### src/rtl/lfsr_seq_ctrl_if.sv
// Bundle between lfsr_seq_ctrl and the LFSR pattern generator plus the pixel stream it feeds.
// The master side is the sequencing controller; the slave side is the LFSR/stream consumer.
interface lfsr_seq_ctrl_if #(
  parameter int MAX_PIXEL_BITS = 16
);
  logic                      config_o;
  logic                      config_rdy_o;
  logic [MAX_PIXEL_BITS-1:0] config_data_o;
  logic                      config_done_i;
  logic                      lfsr_en_o;
  logic [MAX_PIXEL_BITS-1:0] lfsr_out_i;
  logic [MAX_PIXEL_BITS-1:0] pixel_o;
  logic                      pixel_valid_o;
  logic                      pixel_ready_i;

  modport master (
    output config_o, config_rdy_o, config_data_o, lfsr_en_o, pixel_o, pixel_valid_o,
    input  config_done_i, lfsr_out_i, pixel_ready_i
  );

  modport slave (
    input  config_o, config_rdy_o, config_data_o, lfsr_en_o, pixel_o, pixel_valid_o,
    output config_done_i, lfsr_out_i, pixel_ready_i
  );
endinterface

### src/rtl/lfsr_seq_ctrl.sv
// Sequencing controller: configures seed/stop into the LFSR, then streams one word per transfer.
// Optional macro LFSR_SEQ_CTRL_TIMEOUT_EN adds a 4-cycle watchdog on WAIT_SEED, WAIT_STOP and ARM.
module lfsr_seq_ctrl #(
  parameter int MAX_PIXEL_BITS = 16,
  parameter int CNT_W          = 16
) (
  input  logic                      clk_i,
  input  logic                      nreset_i,
  input  logic                      start_i,
  input  logic                      abort_i,
  input  logic [MAX_PIXEL_BITS-1:0] seed_i,
  input  logic [MAX_PIXEL_BITS-1:0] stop_i,
  input  logic [CNT_W-1:0]          limit_i,
  lfsr_seq_ctrl_if.master           bus,
  output logic                      busy_o,
  output logic                      done_o,
  output logic                      err_o,
  output logic [CNT_W-1:0]          count_o
);

  typedef enum logic [2:0] {
    IDLE, CFG_SEED, WAIT_SEED, CFG_STOP, WAIT_STOP, ARM, RUN, DONE
  } state_t;

  state_t                    state_q, state_d;
  logic [MAX_PIXEL_BITS-1:0] seed_q, stop_q;
  logic [CNT_W-1:0]          limit_q;
  logic [CNT_W-1:0]          count_q;
  logic                      err_q;

  logic                      start_acc;
  logic                      xfer;
  logic                      set_err;
  logic                      match;
  logic                      lim;
  logic                      wd_exp;

  logic                      cfg_sel;
  logic                      cfg_rdy;
  logic [MAX_PIXEL_BITS-1:0] cfg_data;
  logic                      en;
  logic                      valid;

  function automatic logic [CNT_W-1:0] sat_inc(input logic [CNT_W-1:0] v);
    return (&v) ? v : v + 1'b1;
  endfunction

`ifdef LFSR_SEQ_CTRL_TIMEOUT_EN
  // Watchdog restarts on every state change; expiry is the 4th cycle spent in one state.
  logic [1:0] wd_q;

  always_ff @(posedge clk_i or negedge nreset_i) begin
    if (!nreset_i) begin
      wd_q <= '0;
    end else if (state_d != state_q) begin
      wd_q <= '0;
    end else begin
      wd_q <= wd_q + 2'd1;
    end
  end

  assign wd_exp = (wd_q == 2'd3);
`else
  assign wd_exp = 1'b0;
`endif

  // Run parameters are captured on an accepted start and need no reset.
  always_ff @(posedge clk_i) begin
    if (start_acc) begin
      seed_q  <= seed_i;
      stop_q  <= stop_i;
      limit_q <= limit_i;
    end
  end

  always_ff @(posedge clk_i or negedge nreset_i) begin
    if (!nreset_i) begin
      state_q <= IDLE;
      count_q <= '0;
      err_q   <= 1'b0;
    end else begin
      state_q <= state_d;
      if (start_acc) begin
        count_q <= '0;
      end else if (xfer) begin
        count_q <= sat_inc(count_q);
      end
      if (start_acc) begin
        err_q <= 1'b0;
      end else if (set_err) begin
        err_q <= 1'b1;
      end
    end
  end

  assign match = (bus.lfsr_out_i == stop_q);
  assign lim   = (limit_q != '0) && (count_q == limit_q);

  always_comb begin
    state_d   = state_q;
    start_acc = 1'b0;
    xfer      = 1'b0;
    set_err   = 1'b0;
    cfg_sel   = 1'b0;
    cfg_rdy   = 1'b0;
    cfg_data  = '0;
    en        = 1'b0;
    valid     = 1'b0;

    case (state_q)
      IDLE: begin
        if (start_i && !abort_i) begin
          start_acc = 1'b1;
          state_d   = CFG_SEED;
        end
      end
      CFG_SEED: begin
        cfg_rdy  = 1'b1;
        cfg_sel  = 1'b0;
        cfg_data = seed_q;
        state_d  = WAIT_SEED;
      end
      WAIT_SEED: begin
        if (bus.config_done_i) begin
          state_d = CFG_STOP;
        end else if (wd_exp) begin
          set_err = 1'b1;
          state_d = DONE;
        end
      end
      CFG_STOP: begin
        cfg_rdy  = 1'b1;
        cfg_sel  = 1'b1;
        cfg_data = stop_q;
        state_d  = WAIT_STOP;
      end
      WAIT_STOP: begin
        if (bus.config_done_i) begin
          state_d = ARM;
        end else if (wd_exp) begin
          set_err = 1'b1;
          state_d = DONE;
        end
      end
      ARM: begin
        // A degenerate seed==stop run is legal and ends cleanly with nothing emitted.
        if (seed_q == stop_q) begin
          state_d = DONE;
        end else if (bus.lfsr_out_i == seed_q) begin
          state_d = RUN;
        end else if (match) begin
          set_err = 1'b1;
          state_d = DONE;
        end else if (wd_exp) begin
          set_err = 1'b1;
          state_d = DONE;
        end
      end
      RUN: begin
        valid = !match && !lim;
        en    = valid && bus.pixel_ready_i;
        xfer  = en;
        if (match || lim) begin
          state_d = DONE;
        end
      end
      DONE: begin
        state_d = IDLE;
      end
      default: begin
        state_d = IDLE;
      end
    endcase

    if (abort_i) begin
      state_d = IDLE;
    end
  end

  assign bus.config_o      = cfg_sel;
  assign bus.config_rdy_o  = cfg_rdy;
  assign bus.config_data_o = cfg_data;
  assign bus.lfsr_en_o     = en;
  assign bus.pixel_o       = bus.lfsr_out_i;
  assign bus.pixel_valid_o = valid;

  assign busy_o  = (state_q != IDLE);
  assign done_o  = (state_q == DONE);
  assign err_o   = err_q;
  assign count_o = count_q;

endmodule

### src/flat_wrapper.sv
// flat-port wrapper written by rule: the top's interface ports become plain ports
module lfsr_seq_ctrl_flat 
#(
  parameter int MAX_PIXEL_BITS = 16,
  parameter int CNT_W          = 16
)
  (clk_i, nreset_i, start_i, abort_i, seed_i, stop_i, limit_i, busy_o, done_o, err_o, count_o, bus_config_o, bus_config_rdy_o, bus_config_data_o, bus_lfsr_en_o, bus_pixel_o, bus_pixel_valid_o, bus_config_done_i, bus_lfsr_out_i, bus_pixel_ready_i);
  lfsr_seq_ctrl_if #(.MAX_PIXEL_BITS(MAX_PIXEL_BITS)) bus_i ();
  input  logic clk_i;
  input  logic nreset_i;
  input  logic start_i;
  input  logic abort_i;
  input  logic [MAX_PIXEL_BITS-1:0] seed_i;
  input  logic [MAX_PIXEL_BITS-1:0] stop_i;
  input  logic [CNT_W-1:0] limit_i;
  output logic busy_o;
  output logic done_o;
  output logic err_o;
  output logic [CNT_W-1:0] count_o;
  output wire logic [$bits(bus_i.config_o)-1:0] bus_config_o;
  output wire logic [$bits(bus_i.config_rdy_o)-1:0] bus_config_rdy_o;
  output wire logic [$bits(bus_i.config_data_o)-1:0] bus_config_data_o;
  output wire logic [$bits(bus_i.lfsr_en_o)-1:0] bus_lfsr_en_o;
  output wire logic [$bits(bus_i.pixel_o)-1:0] bus_pixel_o;
  output wire logic [$bits(bus_i.pixel_valid_o)-1:0] bus_pixel_valid_o;
  input wire logic [$bits(bus_i.config_done_i)-1:0] bus_config_done_i;
  input wire logic [$bits(bus_i.lfsr_out_i)-1:0] bus_lfsr_out_i;
  input wire logic [$bits(bus_i.pixel_ready_i)-1:0] bus_pixel_ready_i;
  assign bus_config_o = bus_i.config_o;
  assign bus_config_rdy_o = bus_i.config_rdy_o;
  assign bus_config_data_o = bus_i.config_data_o;
  assign bus_lfsr_en_o = bus_i.lfsr_en_o;
  assign bus_pixel_o = bus_i.pixel_o;
  assign bus_pixel_valid_o = bus_i.pixel_valid_o;
  assign bus_i.config_done_i = bus_config_done_i;
  assign bus_i.lfsr_out_i = bus_lfsr_out_i;
  assign bus_i.pixel_ready_i = bus_pixel_ready_i;
  lfsr_seq_ctrl #(.MAX_PIXEL_BITS(MAX_PIXEL_BITS), .CNT_W(CNT_W)) u_core (.clk_i(clk_i), .nreset_i(nreset_i), .start_i(start_i), .abort_i(abort_i), .seed_i(seed_i), .stop_i(stop_i), .limit_i(limit_i), .bus(bus_i), .busy_o(busy_o), .done_o(done_o), .err_o(err_o), .count_o(count_o));
endmodule
### config.mk
export PLATFORM = sky130hd
export DESIGN_NAME = lfsr_seq_ctrl_flat
export DESIGN_NICKNAME = d
export VERILOG_FILES = /design/src/rtl/lfsr_seq_ctrl_if.sv /design/src/rtl/lfsr_seq_ctrl.sv /design/src/flat_wrapper.sv
export SDC_FILE = /design/constraint.sdc
export NUM_CORES = 1
export LEC_CHECK = 0
export ABC_AREA = 1
export CORE_MARGIN = 4
export CORE_UTILIZATION = 53
export CTS_BUF_LIST = sky130_fd_sc_hd__clkbuf_8
export CTS_CLUSTER_DIAMETER = 60
export DETAILED_ROUTE_END_ITERATION = 8
export PLACE_DENSITY_LB_ADDON = 0.12
export SLEW_MARGIN = 20
export SYNTH_ARGS = -nofsm -noshare
export SYNTH_HDL_FRONTEND = slang
export SYNTH_SLANG_ARGS = --single-unit
### constraint.sdc
create_clock -name clk_i -period 9.85 [get_ports clk_i]
set_clock_uncertainty 0.15 [all_clocks]
set_input_delay 1.97 -clock clk_i [delete_from_list [all_inputs] [get_ports clk_i]]
set_output_delay 1.97 -clock clk_i [all_outputs]
set_load 0.1 [all_outputs]
==> summary.txt <==
Worst setup path
  • Startpoint types: input pin
  • Crit path max fanout: 4
  • Crit-path cells: clkdlybuf4s50_1, nand2_1, nand2_1, nor2_1, nand2_1, nor2_1, nand2_1, nand2_1, nor3b_1, clkdlybuf4s50_1
  • WP data arrival: between 4 and 5 ns
  • FF-to-FF path depth: 10
  • Largest stage delay, worst path: 1.20 ns
  • WP data required: about 7.7 ns
  • Most used cell, CP: nand2_1
  • Highest-delay cell along the critical path: clkdlybuf4s50_1
  • CP Capture Type: output port
  • Crit Path Class: input pin to output port

Clock tree
  • Cts bufs inserted: 9
  • Clock transition at path regs: around 0.06 ns
  • Longest Clk Path Bufs: 2
  • CTS tree: yes
  • # resized after CTS: 0
  • Post-CTS setup buffers: 0
  • Hold buffers post-CTS: 0
  • Clock latency on the worst-skew pair: roughly 0.34 ns
  • Root buf cell: clkbuf_8
  • # H-tree levels: 3
  • CTS Sinks: 68

Detailed routing
  • DRC Markers: 0
  • Vias per cell: about 5
  • ANT nets after route: 0
  • WL final: between 10000 and 15000 um
  • Wire length on met2: 5250 um
  • M1 WL: around 4400 um
  • WL per Instance: around 14 um
  • Top sig layer: met4
  • Routed vias: around 3800
  • Pre-antenna DRT Iters: 5
  • Met3 WL: between 800 and 900 um
  • Drt initial violations: 231

Power and ir drop
  • Net Sw Frac: between 50% and 60%
  • P_leak: around 2.5 nW
  • Int Pwr: approximately 0.71 mW
  • Tot Pwr: between 1.5 and 2 mW
  • Comb power frac: 57.9%
  • Seq pwr share: between 20% and 30%
  • Clock power frac: 12.5%
  • Switching power: a little under 0.9 mW
  • PwrDens: 280 nW/um^2
  • VDD IR max: 0.198 mV

Floorplanning
  • CORE AREA: 7850 um^2
  • Initial core utilization: a little under three fifths
  • Die H: 98.4 um
  • Die ar.: about 9700 um^2
  • Top Ports: around 130
  • Row count: 32
  • Die Wd: just under 100 um

STA
  • RSZ-0062 raised after global routing: no
  • Final hold vios: 0
  • Fmax: around 150 MHz
  • Final setup violation count: 0
  • Crit path time final: 6.70 ns
  • Final Max Slew Viols: 0
  • Setup_tns: 0 ns
  • Period utilisation layout: 68.0%
  • Slew HR: around 32%
  • Slew @ Worst Pin: slightly above 1 ns

Finish
  • Synth-to-layout area growth: 30.9%
  • Proportion of layout cells with a drive suffix above 1: approximately 5.4%
  • Inserted Diodes: 0
  • # fillers: about 640
  • Nets@finish: approximately 720
  • Multi-input gate area: 1910 um^2
  • Storage element area: slightly below 2000 um^2

Global routing
  • Vias in the first global route: ~3800
  • Largest net degree at the start of global routing: 66
  • First-pass GRT wire length: 17300 um
  • GRT Residual Overflow: 0
  • Initial antenna violation count: 0
  • Total GRT Usage: between 20% and 30%

Yosys
  • Syn_area_per_cell: approximately 8 um^2
  • Cells after Synth: ~540
  • Post-synth top cells: nand2_1 (162), nor2_1 (65), inv_1 (61), edfxtp_1 (48), xor2_1 (37)
  • Ys flop type: edfxtp_1
  • Synth top area share: approximately a third
  • Syn Nets: 612
  • Post-synthesis sequential area ratio: 44.9%
  • Distinct cells, synth: 37
  • Synth area leaders: edfxtp_1 (33%), nand2_1 (14%), dfrtp_1 (12%)
  • Post-synth top area cell: edfxtp_1
  • Ys async rst share: between 20% and 30%
  • Mapped Area: 4330 um^2
  • Count leader, synth: nand2_1
  • Post-synth EDFFs: 48
  • Ys Warns: 0
  • #FFs+latches synth: 68

Hold path
  • Worst Hold Depth: 2
  • HP Class: flop to flop

Run
  • Max_cap viols: 0

Placed design
  • Final HPWL DP: between 8000 and 9000 um
  • Port bufs: roughly 120
  • GP Congestion: around 0.9

Run status
  • Status: completed
[per-stage QoR]
stage          instances  util [%]  setup WS [ns]  hold slack, ns  cell area (um^2)
4_1_cts              749      72.2           3.14           0.397              5660
2_1_floorplan        537         -           3.08           0.342              4330
3_5_place_dp         733      70.0           3.17           0.383              5500
6_report             749      72.2           3.15           0.396              5660
3_3_place_gp         733      70.0           3.20           0.349              5500
5_1_grt              749      72.2           3.04           0.420              5660
[final timing paths]
kind / from / endpoint / slack, ns
worst max register to register: u_core.state_q[0] / u_core.count_o[1] / 7.31
worst max-delay path: bus_lfsr_out_i[8] / bus_lfsr_en_o / 3.15
max in group asynchronous: nreset_i / u_core.err_o / 6.98
worst min-delay path: u_core.err_o / u_core.err_o / 0.40
min in group asynchronous: nreset_i / u_core.count_o[0] / 2.00
worst min register to register: u_core.err_o / u_core.err_o / 0.40
[sequential cells by signal, indices dropped and copies added, names as in the netlist]
name,cells
u_core.seed_q,16
u_core.limit_q,16
u_core.stop_q,16
u_core.state_q,3
u_core.count_o,16
u_core.err_o,1
[per-layer routing]
metal	up-vias	global-route usage, %
li1	1884	-
met1	1737	27.7
met2	154	38.2
met3	17	4.43
met4	0	7.35
met5	-	0
[cell type report]
class | instances | share of cell area, %
well taps | 102 | 2.25
clock buffers | 10 | 2.43
inverters | 67 | 4.68
multi-input cells | 371 | 33.8
flip-flops and latches | 68 | 34.3
clock inverters | 6 | 0.530
repair buffers | 125 | 22.1
[critical path, delay by kind of cell]
| family | cells | cell delay (ns) |
|---|---|---|
| buf+inv | 2 | 1.74 |
| simple gates | 8 | 0.87 |
[power groups by stage]
stage | clock network, mW | logic (mW) | registers [mW]
4_1_cts | 0.203 | 0.921 | 0.468
2_1_floorplan | 0 | 0.529 | 0.646
3_5_place_dp | 0 | 0.917 | 0.474
5_1_grt | 0.216 | 0.968 | 0.480
6_report | 0.199 | 0.918 | 0.469
3_3_place_gp | 0 | 0.909 | 0.470
[cell usage in the layout (no fill, tap or decap), drive strengths merged, types with 2 or more instances in the layout]
cell           synthesis  routed
clkbuf                 4      10
dfrtp                 20      20
nand2                166     166
nand4                  9       9
nor4                   2       2
ha                     5       5
xnor2                 16      16
a21oi                  6       6
xor2                  37      37
nor3                   3       3
inv                   65      68
edfxtp                48      48
o22ai                  2       2
nor2                  70      70
o21ai                 17      17
clkinv                 1       4
clkdlybuf4s50          0     124
nand3                 34      34
[kinds of logic after synthesis]
kind of cell,synth area share (%)
flip-flops,44.9
buffers and inverters,11.1
AND/OR/NAND/NOR,28.5
AO/OA/AOI/OAI,3.38
XOR/XNOR,10.7
adder cells (fa/ha/maj),1.45
No activity file was read; power rests on OpenSTA's default activity.
